===== config.mk =====
export PLATFORM = sky130hd
export DESIGN_NAME = gf256_inverter_flat
export DESIGN_NICKNAME = d
export VERILOG_FILES = /design/src/rtl/gf256_inverter_if.sv /design/src/rtl/gf256_inverter.sv /design/src/flat_wrapper.sv
export SDC_FILE = /design/constraint.sdc
export NUM_CORES = 1
export LEC_CHECK = 0
export BUFFER_PORTS_ARGS = -buffer_cell sky130_fd_sc_hd__buf_2
export CAP_MARGIN = 25
export CORE_MARGIN = 2
export CORE_UTILIZATION = 40
export CTS_CLUSTER_SIZE = 20
export DETAILED_ROUTE_END_ITERATION = 12
export PLACE_DENSITY = 0.57
export SYNTH_ARGS = -nofsm -noshare
export SYNTH_HDL_FRONTEND = slang
export SYNTH_SLANG_ARGS = --single-unit

===== constraint.sdc =====
create_clock -name clk -period 2.9 [get_ports clk]
set_input_delay 0.145 -clock clk [delete_from_list [all_inputs] [get_ports clk]]
set_output_delay 0.145 -clock clk [all_outputs]
set_load 0.01 [all_outputs]

===== src/rtl/gf256_inverter_if.sv =====
// Operand/result handshake bundle for the GF(2^8) inverter.
// master drives operands and accepts results; slave is the inverter.
interface gf256_inverter_if;
  logic       in_valid;
  logic       in_ready;
  logic [7:0] in_data;
  logic       out_valid;
  logic       out_ready;
  logic [7:0] out_data;

  modport master (
    output in_valid,
    output in_data,
    output out_ready,
    input  in_ready,
    input  out_valid,
    input  out_data
  );

  modport slave (
    input  in_valid,
    input  in_data,
    input  out_ready,
    output in_ready,
    output out_valid,
    output out_data
  );
endinterface


===== src/rtl/gf256_inverter.sv =====
// Sequential AES-field inverter: a^254 by MSB-first square-and-multiply,
// one shared combinational GF(2^8) multiplier, one operand in flight.
module gf256_inverter #(
  parameter logic [7:0] POLY = 8'h1B
) (
  input logic           clk,
  input logic           rst,
  gf256_inverter_if.slave bus
);

  typedef enum logic [1:0] {
    IDLE,
    SQR,
    MUL,
    DONE
  } state_t;

  state_t     state;
  state_t     state_nx;
  logic [7:0] acc;
  logic [7:0] acc_nx;
  logic [7:0] x_reg;
  logic [7:0] x_nx;
  logic [7:0] res;
  logic [7:0] res_nx;
  logic [2:0] idx;
  logic [2:0] idx_nx;
  logic [7:0] op_b;
  logic [7:0] prod;

  function automatic logic [7:0] xtime(input logic [7:0] v);
    return {v[6:0], 1'b0} ^ (v[7] ? POLY : 8'h00);
  endfunction

  function automatic logic [7:0] gf_mul(
    input logic [7:0] a,
    input logic [7:0] b
  );
    logic [7:0] h;
    logic [7:0] p;
    h = a;
    p = 8'h00;
    for (int k = 0; k < 8; k++) begin
      if (b[k]) p = p ^ h;
      h = xtime(h);
    end
    return p;
  endfunction

  // Exponent 8'hFE: every bit but bit 0 is set, so each SQR except
  // the last is followed by a MUL with the captured operand.
  assign op_b = (state == MUL) ? x_reg : acc;
  assign prod = gf_mul(acc, op_b);

  always_comb begin
    state_nx = state;
    acc_nx   = acc;
    x_nx     = x_reg;
    res_nx   = res;
    idx_nx   = idx;
    unique case (state)
      IDLE: begin
        if (bus.in_valid) begin
          x_nx     = bus.in_data;
          acc_nx   = 8'h01;
          idx_nx   = 3'd7;
          state_nx = SQR;
        end
      end
      SQR: begin
        acc_nx = prod;
        if (idx == 3'd0) begin
          res_nx   = prod;
          state_nx = DONE;
        end else begin
          state_nx = MUL;
        end
      end
      MUL: begin
        acc_nx   = prod;
        idx_nx   = idx - 3'd1;
        state_nx = SQR;
      end
      DONE: begin
        if (bus.out_ready) state_nx = IDLE;
      end
      default: state_nx = IDLE;
    endcase
  end

  always_ff @(posedge clk) begin
    if (rst) begin
      state <= IDLE;
      acc   <= 8'h01;
      x_reg <= 8'h00;
      res   <= 8'h00;
      idx   <= 3'd7;
    end else begin
      state <= state_nx;
      acc   <= acc_nx;
      x_reg <= x_nx;
      res   <= res_nx;
      idx   <= idx_nx;
    end
  end

  assign bus.in_ready  = (state == IDLE);
  assign bus.out_valid = (state == DONE);
  assign bus.out_data  = res;

endmodule


===== src/flat_wrapper.sv =====
// flat-port wrapper written by rule: the top's interface ports become plain ports
module gf256_inverter_flat 
#(
  parameter logic [7:0] POLY = 8'h1B
)
  (clk, rst, bus_in_valid, bus_in_data, bus_out_ready, bus_in_ready, bus_out_valid, bus_out_data);
  gf256_inverter_if bus_i ();
  input logic clk;
  input logic rst;
  input wire logic [$bits(bus_i.in_valid)-1:0] bus_in_valid;
  input wire logic [$bits(bus_i.in_data)-1:0] bus_in_data;
  input wire logic [$bits(bus_i.out_ready)-1:0] bus_out_ready;
  output wire logic [$bits(bus_i.in_ready)-1:0] bus_in_ready;
  output wire logic [$bits(bus_i.out_valid)-1:0] bus_out_valid;
  output wire logic [$bits(bus_i.out_data)-1:0] bus_out_data;
  assign bus_i.in_valid = bus_in_valid;
  assign bus_i.in_data = bus_in_data;
  assign bus_i.out_ready = bus_out_ready;
  assign bus_in_ready = bus_i.in_ready;
  assign bus_out_valid = bus_i.out_valid;
  assign bus_out_data = bus_i.out_data;
  gf256_inverter #(.POLY(POLY)) u_core (.clk(clk), .rst(rst), .bus(bus_i));
endmodule

==> key figures, run 1 <==
Critical path
  • Critical path startpoint: u_core.state[0]$_SDFFE_PP0P_
  • Crit Path Max Fanout: 26
  • Reg2reg path depth: 10
  • Setup crit end: u_core.bus.out_data[7]$_SDFFE_PP0P_
  • Crit. End Element: flip-flop
  • Worst Path Arrival: 2.88 ns
  • Worst setup path class: reg -> reg
  • R2R Setup Slk: 0.16 ns
  • R2r endpoint: u_core.bus.out_data[7]$_SDFFE_PP0P_
  • R2R Path Start: u_core.state[0]$_SDFFE_PP0P_
  • Worst path required time: 3.04 ns
  • Startpoint types: flip-flop

Logic synthesis
  • Cells taking the most area after synthesis: dfxtp_1 (19%), xnor2_1 (13%), xnor3_1 (9.7%)
  • Post-synth EDFFs: 0
  • Seq/Total Area, Yosys: 19.33%
  • Synth Flop Type: dfxtp_1
  • Mapped Nets: 402
  • Largest area contributor in the netlist: dfxtp_1
  • Mapped Area: 3003 um^2
  • Synth top area share: 19.33%
  • Ys Warns: 0
  • Async S/R FF share, synth: 0%
  • Syn Inst Count: 384
  • Synth unique cells: 46
  • Post-Syn Area per Cell: 7.820 um^2
  • Synth Register Bits: 29

Final layout
  • Fin cells: 507
  • # diodes: 0
  • Fin nets: 426
  • Area growth, synth to finish: 13.42%
  • Reg area: 580.6 um^2
  • Fillers: 745
  • Share of cells above drive strength 1: 16.18%
  • Area of the multi-input gates: 2213 um^2

Global route
  • Vias in the first global route: 2,595
  • Initial antenna violation count: 0
  • GR Overflow Total: 0
  • Largest net degree at the start of global routing: 27
  • Global Route Usage Sum: 20.33%
  • First-pass GRT wire length: 13,430 um

Placed design
  • Estimated wirelength of the detail-placed design: 6208 um
  • Placed instance count: 500
  • Routability cong.: 0.9191
  • Port Buffers: 21
  • Setup WS pre-CTS: 0.2065 ns

Clock network
  • Clock slew at reported path FFs: 0.07 ns
  • Clock network latency to the later pin of the worst-skew pair: 0.28 ns
  • Sink Count: 29
  • Post-CTS Setup Repair Bufs: 0
  • Clk Tree Root Cell: clkbuf_8
  • CTS tree: built
  • Post-CTS Hold Fix Bufs: 0
  • Total CTS buffers: 5
  • H-tree Lvls: 2
  • CTS resizes: 0
  • Clock Path Buffers: 2

Floorplanning
  • Core footprint: 7253 um^2
  • Rows: 31
  • Starting density of the core: 41.40%
  • I/O pin count: 22
  • Die H: 90.65 um
  • Die extent in x: 90.65 um
  • Full die area: 8217 um^2

Route
  • Met1 WL: 3829 um
  • Met2 wire len: 3604 um
  • Initial DRC count: 161
  • DR vias: 2,688
  • Per-cell routed wire length: 15.81 um
  • Drc violations: 0
  • DR top layer: met4
  • First-pass DRT Iterations: 4
  • Routed wl met3: 421 um
  • DR vias/cell: 5.302
  • Routed WL: 8016 um
  • Antenna-violating nets left: 0

Pwr
  • Switching power: 0.3621 mW
  • Worst vdd ir: 0.2140 mV
  • Power Density: 322.9 nW/um^2
  • Leak: 1.297 nW
  • Logic pwr share: 28.3%
  • Seq pwr share: 40.8%
  • Part of the power in the clock network: 30.9%
  • P_int: 0.7375 mW
  • Net Sw Frac: 32.93%

Timing
  • Setup slack after layout: 0.1554 ns
  • Clock skew: 0.008628 ns
  • Hold_ws: 0.09578 ns
  • Tmin final: 2.745 ns
  • Final setup fails: 0
  • Max Clk Rate: 0.3643 GHz
  • Setup TNS: 0 ns
  • Final worst-path cycle share: 94.64%
  • Least-Margin Pin Slew: 0.5706 ns
  • RSZ-0062 raised after global routing: no
  • Final Hold Fails: 0
  • Relative slew slack: 60.87%
  • Pins Over Slew Limit: 0

Job
  • Max-cap violation count: 0

Status
  • Outcome: finished, final reports clean

Hold path
  • WHS Path Cells: 3
  • Hold crit path type: in -> reg
==> cell families after synthesis <==
group | share of synthesized area (%)
and+or+nand+nor | 19.12
AOI/OAI and AO/OA | 19.13
xor gates and xnor gates | 26.04
buffers and inverters | 6.958
DFF | 19.33
muxes | 6.916
adders and majority gates | 2.500
==> per-layer routing <==
metal,global-route usage (%),vias up
li1,-,1362
met1,28.20,1251
met2,32.77,61
met3,2.588,14
met4,6.410,0
met5,0,-
==> worst min-delay path by stage <==
| stage | start | end |
|---|---|---|
| floorplan | bus_in_data[7] | u_core.x_reg[7]$_SDFFE_PP0P_ |
| global placement | bus_in_data[1] | u_core.x_reg[1]$_SDFFE_PP0P_ |
| detailed placement | bus_in_data[3] | u_core.x_reg[3]$_SDFFE_PP0P_ |
| CTS | bus_in_data[3] | u_core.x_reg[3]$_SDFFE_PP0P_ |
| global route | bus_in_data[4] | u_core.x_reg[4]$_SDFFE_PP0P_ |
| finish | bus_in_data[3] | u_core.x_reg[3]$_SDFFE_PP0P_ |
==> Yosys cell counts, drive strengths merged, types with 8 or more instances <==
cell     n
xnor3   13
xnor2   46
dfxtp   29
nand2   43
a21oi   22
buf     23
a211oi   8
a22oi    8
xor2     9
inv     11
nor2    48
clkbuf  10
o21ai   17
mux2i   14
nor2b   12
nand3    8
==> metrics by stage <==
stage                     total power, mW  instance area [um^2]  util [%]
after global placement             0.7657                  3319     45.77
final                               1.100                  3406     46.96
after global routing                1.163                  3406     46.96
after floorplan                    0.6792                  3003         -
after CTS                           1.112                  3406     46.96
after detailed placement           0.7685                  3319     45.77
==> area by class of cell <==
cell class,count,area share [%]
multi-input combinational,311,64.99
clock buffer,7,2.535
sequential,29,17.05
tap,99,3.637
timing repair buffer,50,10.58
inverter,11,1.212
==> power by group through the flow <==
stage / Sequential [mW] / Combinational, mW / Clock (mW)
4_1_cts: 0.449 / 0.312 / 0.351
2_1_floorplan: 0.437 / 0.242 / 0
3_5_place_dp: 0.458 / 0.310 / 0
5_1_grt: 0.453 / 0.346 / 0.365
3_3_place_gp: 0.458 / 0.308 / 0
6_report: 0.449 / 0.311 / 0.340
==> layout by cell type (no fill, tap or decap), types with 4 or more instances in the layout <==
cell,netlist,final
nor2_1,48,48
xnor2_1,45,45
nand2_1,43,43
dfxtp_1,29,29
buf_4,6,26
a21oi_1,22,22
buf_2,17,21
o21ai_0,17,17
mux2i_1,14,14
xnor3_1,13,13
nor2b_1,12,12
inv_1,11,11
xor2_1,9,9
a22oi_1,8,8
nand3_1,8,8
a211oi_1,8,8
nand2b_1,6,6
mux2_2,6,6
o211ai_1,6,6
ha_1,6,6
clkbuf_8,0,6
nor3_1,4,4
==> critical path: stages (launching register included) <==
cell      delay [ns]
dfxtp_1         0.34
inv_1           0.08
ha_1            0.25
buf_12          0.20
mux2i_1         0.42
buf_4           0.21
a21oi_1         0.06
a221oi_1        0.41
xnor2_1         0.14
xnor2_1         0.35
a211oi_1        0.13
(Power assumes the default switching activity.)
==> inputs of run 2 (changes only) <==
Settings changed: ABC_AREA set to 1.
==> key figures, run 2 <==
Status
  • Outcome: finished, final reports clean

Pwr
  • Logic pwr share: 44.2%
  • Net Sw Frac: 43.71%
  • P_int: 0.8209 mW
  • Leak: 1.644 nW
  • Worst vdd ir: 0.3506 mV
  • Part of the power in the clock network: 23.1%
  • Power Density: 464.0 nW/um^2
  • Switching power: 0.6374 mW
  • Seq pwr share: 32.7%

Timing
  • Setup slack after layout: 0.5232 ns
  • Pins Over Slew Limit: 0
  • Final worst-path cycle share: 81.96%
  • Clock skew: 0.008005 ns
  • Tmin final: 2.377 ns
  • Setup TNS: 0 ns
  • Hold_ws: 0.1253 ns
  • Max Clk Rate: 0.4207 GHz
  • Final setup fails: 0
  • Final Hold Fails: 0
  • Relative slew slack: 54.63%
  • RSZ-0062 raised after global routing: no
  • Least-Margin Pin Slew: 0.6805 ns

Floorplanning
  • Starting density of the core: 40.64%
  • Full die area: 7948 um^2
  • Die extent in x: 89.15 um
  • Rows: 31
  • Core footprint: 7137 um^2
  • Die H: 89.15 um
  • I/O pin count: 22

Clock network
  • Post-CTS Hold Fix Bufs: 0
  • Clock network latency to the later pin of the worst-skew pair: 0.28 ns
  • Post-CTS Setup Repair Bufs: 0
  • CTS resizes: 0
  • H-tree Lvls: 2
  • Clk Tree Root Cell: clkbuf_8
  • Clock Path Buffers: 2
  • Sink Count: 29
  • CTS tree: built
  • Clock slew at reported path FFs: 0.06 ns
  • Total CTS buffers: 5

Final layout
  • Fillers: 805
  • # diodes: 0
  • Fin nets: 554
  • Most common cell after layout, fill and taps aside: nand2_1
  • Area growth, synth to finish: 8.369%
  • Most frequent cells in the layout: nand2_1 (197), nand3_1 (67), inv_1 (66)
  • Share of cells above drive strength 1: 11.38%
  • Design area: 3143 um^2

Global route
  • Vias in the first global route: 2,846
  • Largest net degree at the start of global routing: 18
  • First-pass GRT wire length: 13,730 um
  • Initial antenna violation count: 0
  • Global Route Usage Sum: 22.25%
  • GR Overflow Total: 0

Logic synthesis
  • Ys Warns: 0
  • Synth unique cells: 34
  • Post-Syn Area per Cell: 5.610 um^2
  • Synth Flop Type: dfxtp_1
  • Async S/R FF share, synth: 0%
  • Post-synth EDFFs: 0
  • Seq/Total Area, Yosys: 20.02%
  • Largest area contributor in the netlist: nand2_1
  • Cells taking the most area after synthesis: nand2_1 (25%), dfxtp_1 (20%), nand3_1 (12%)
  • Mapped Nets: 535
  • Synth Register Bits: 29
  • Syn Inst Count: 517
  • Mapped Area: 2900 um^2
  • Synth top area share: 25.50%
  • Synth cell count leaders: nand2_1 (197), nand3_1 (67), inv_1 (66)
  • Count leader, synth: nand2_1

Route
  • DR vias/cell: 4.923
  • Initial DRC count: 182
  • DR vias: 3,126
  • First-pass DRT Iterations: 5
  • Per-cell routed wire length: 12.80 um
  • Drc violations: 0
  • Routed WL: 8126 um
  • Antenna-violating nets left: 0

Placed design
  • Placed Instance Area: 3057 um^2
  • Estimated wirelength of the detail-placed design: 6536 um
  • Routability cong.: 0.8918
  • Setup WS pre-CTS: 0.5900 ns
  • Port Buffers: 21

Critical path
  • Startpoint types: flip-flop
  • Worst path required time: 3.07 ns
  • Crit. End Element: flip-flop
  • R2R Setup Slk: 0.52 ns
  • Worst setup path class: reg -> reg
  • Worst Path Arrival: 2.54 ns
  • Crit Path Max Fanout: 12

Hold path
  • Hold crit path type: in -> reg

Job
  • Max-cap violation count: 0
==> run 2: final cells by class <==
| type | instances | area, um^2 | area share [%] |
|---|---|---|---|
| multi-input combinational | 403 | 1941 | 61.74 |
| sequential | 29 | 580.6 | 18.47 |
| inverter | 73 | 284.0 | 9.037 |
| timing repair buffer | 24 | 127.6 | 4.061 |
| tap | 99 | 123.9 | 3.941 |
| clock buffer | 7 | 86.33 | 2.747 |
==> run 2: final timing paths <==
kind / start / cells past startpoint / endpoint
min reg2reg: u_core.idx[2]$_SDFFE_PP1P_ / 2 / u_core.idx[2]$_SDFFE_PP1P_
max reg2reg: u_core.state[0]$_SDFFE_PP0P_ / 11 / u_core.bus.out_data[6]$_SDFFE_PP0P_
min: bus_in_data[5] / 3 / u_core.x_reg[5]$_SDFFE_PP0P_
max: u_core.state[0]$_SDFFE_PP0P_ / 11 / u_core.bus.out_data[6]$_SDFFE_PP0P_
==> run 2: critical path, stage by stage (launching register included) <==
cell and delay, ns:
dfxtp_1 0.38, inv_1 0.08, ha_1 0.27, buf_4 0.21, o21ai_2 0.41, inv_1 0.15
o211ai_1 0.23, nand2_1 0.14, nand3_1 0.10, nand2_1 0.07, o21ai_0 0.16, inv_1 0.06
==> run 2: cells by family (layout without fill, tap and decap cells) <==
group | Yosys count | after routing | synth area share, %
adder cells (fa/ha/maj) | 6 | 6 | 2.588
AO/OA/AOI/OAI | 52 | 52 | 10.10
XOR/XNOR | 19 | 19 | 5.997
flip-flops | 29 | 29 | 20.02
AND/OR/NAND/NOR | 326 | 326 | 48.23
buffers and inverters | 85 | 104 | 13.07
==> run 2: through the flow <==
| step | cells | power [mW] | utilization, % |
|---|---|---|---|
| 3_3_place_gp | 628 | 1.118 | 42.83 |
| 2_1_floorplan | 517 | 0.9770 | - |
| 6_report | 635 | 1.458 | 44.04 |
| 4_1_cts | 635 | 1.461 | 44.04 |
| 5_1_grt | 635 | 1.572 | 44.04 |
| 3_5_place_dp | 628 | 1.120 | 42.83 |
==> run 2: power groups by stage <==
stage               registers (mW)  clock network, mW  logic [mW]
finish                       0.477              0.337       0.644
global route                 0.481              0.358       0.733
CTS                          0.476              0.345       0.640
detailed placement           0.485                  0       0.635
global placement             0.484                  0       0.634
floorplan                    0.469                  0       0.508
==> run 2: layer usage <==
| layer | up-vias | wire length [um] | GRT usage [%] |
|---|---|---|---|
| met3 | 8 | 372 | 2.401 |
| met5 | - | 0 | 0 |
| met1 | 1390 | 4036 | 31.98 |
| met4 | 0 | 118 | 6.242 |
| met2 | 82 | 3599 | 35.22 |
| li1 | 1646 | - | - |
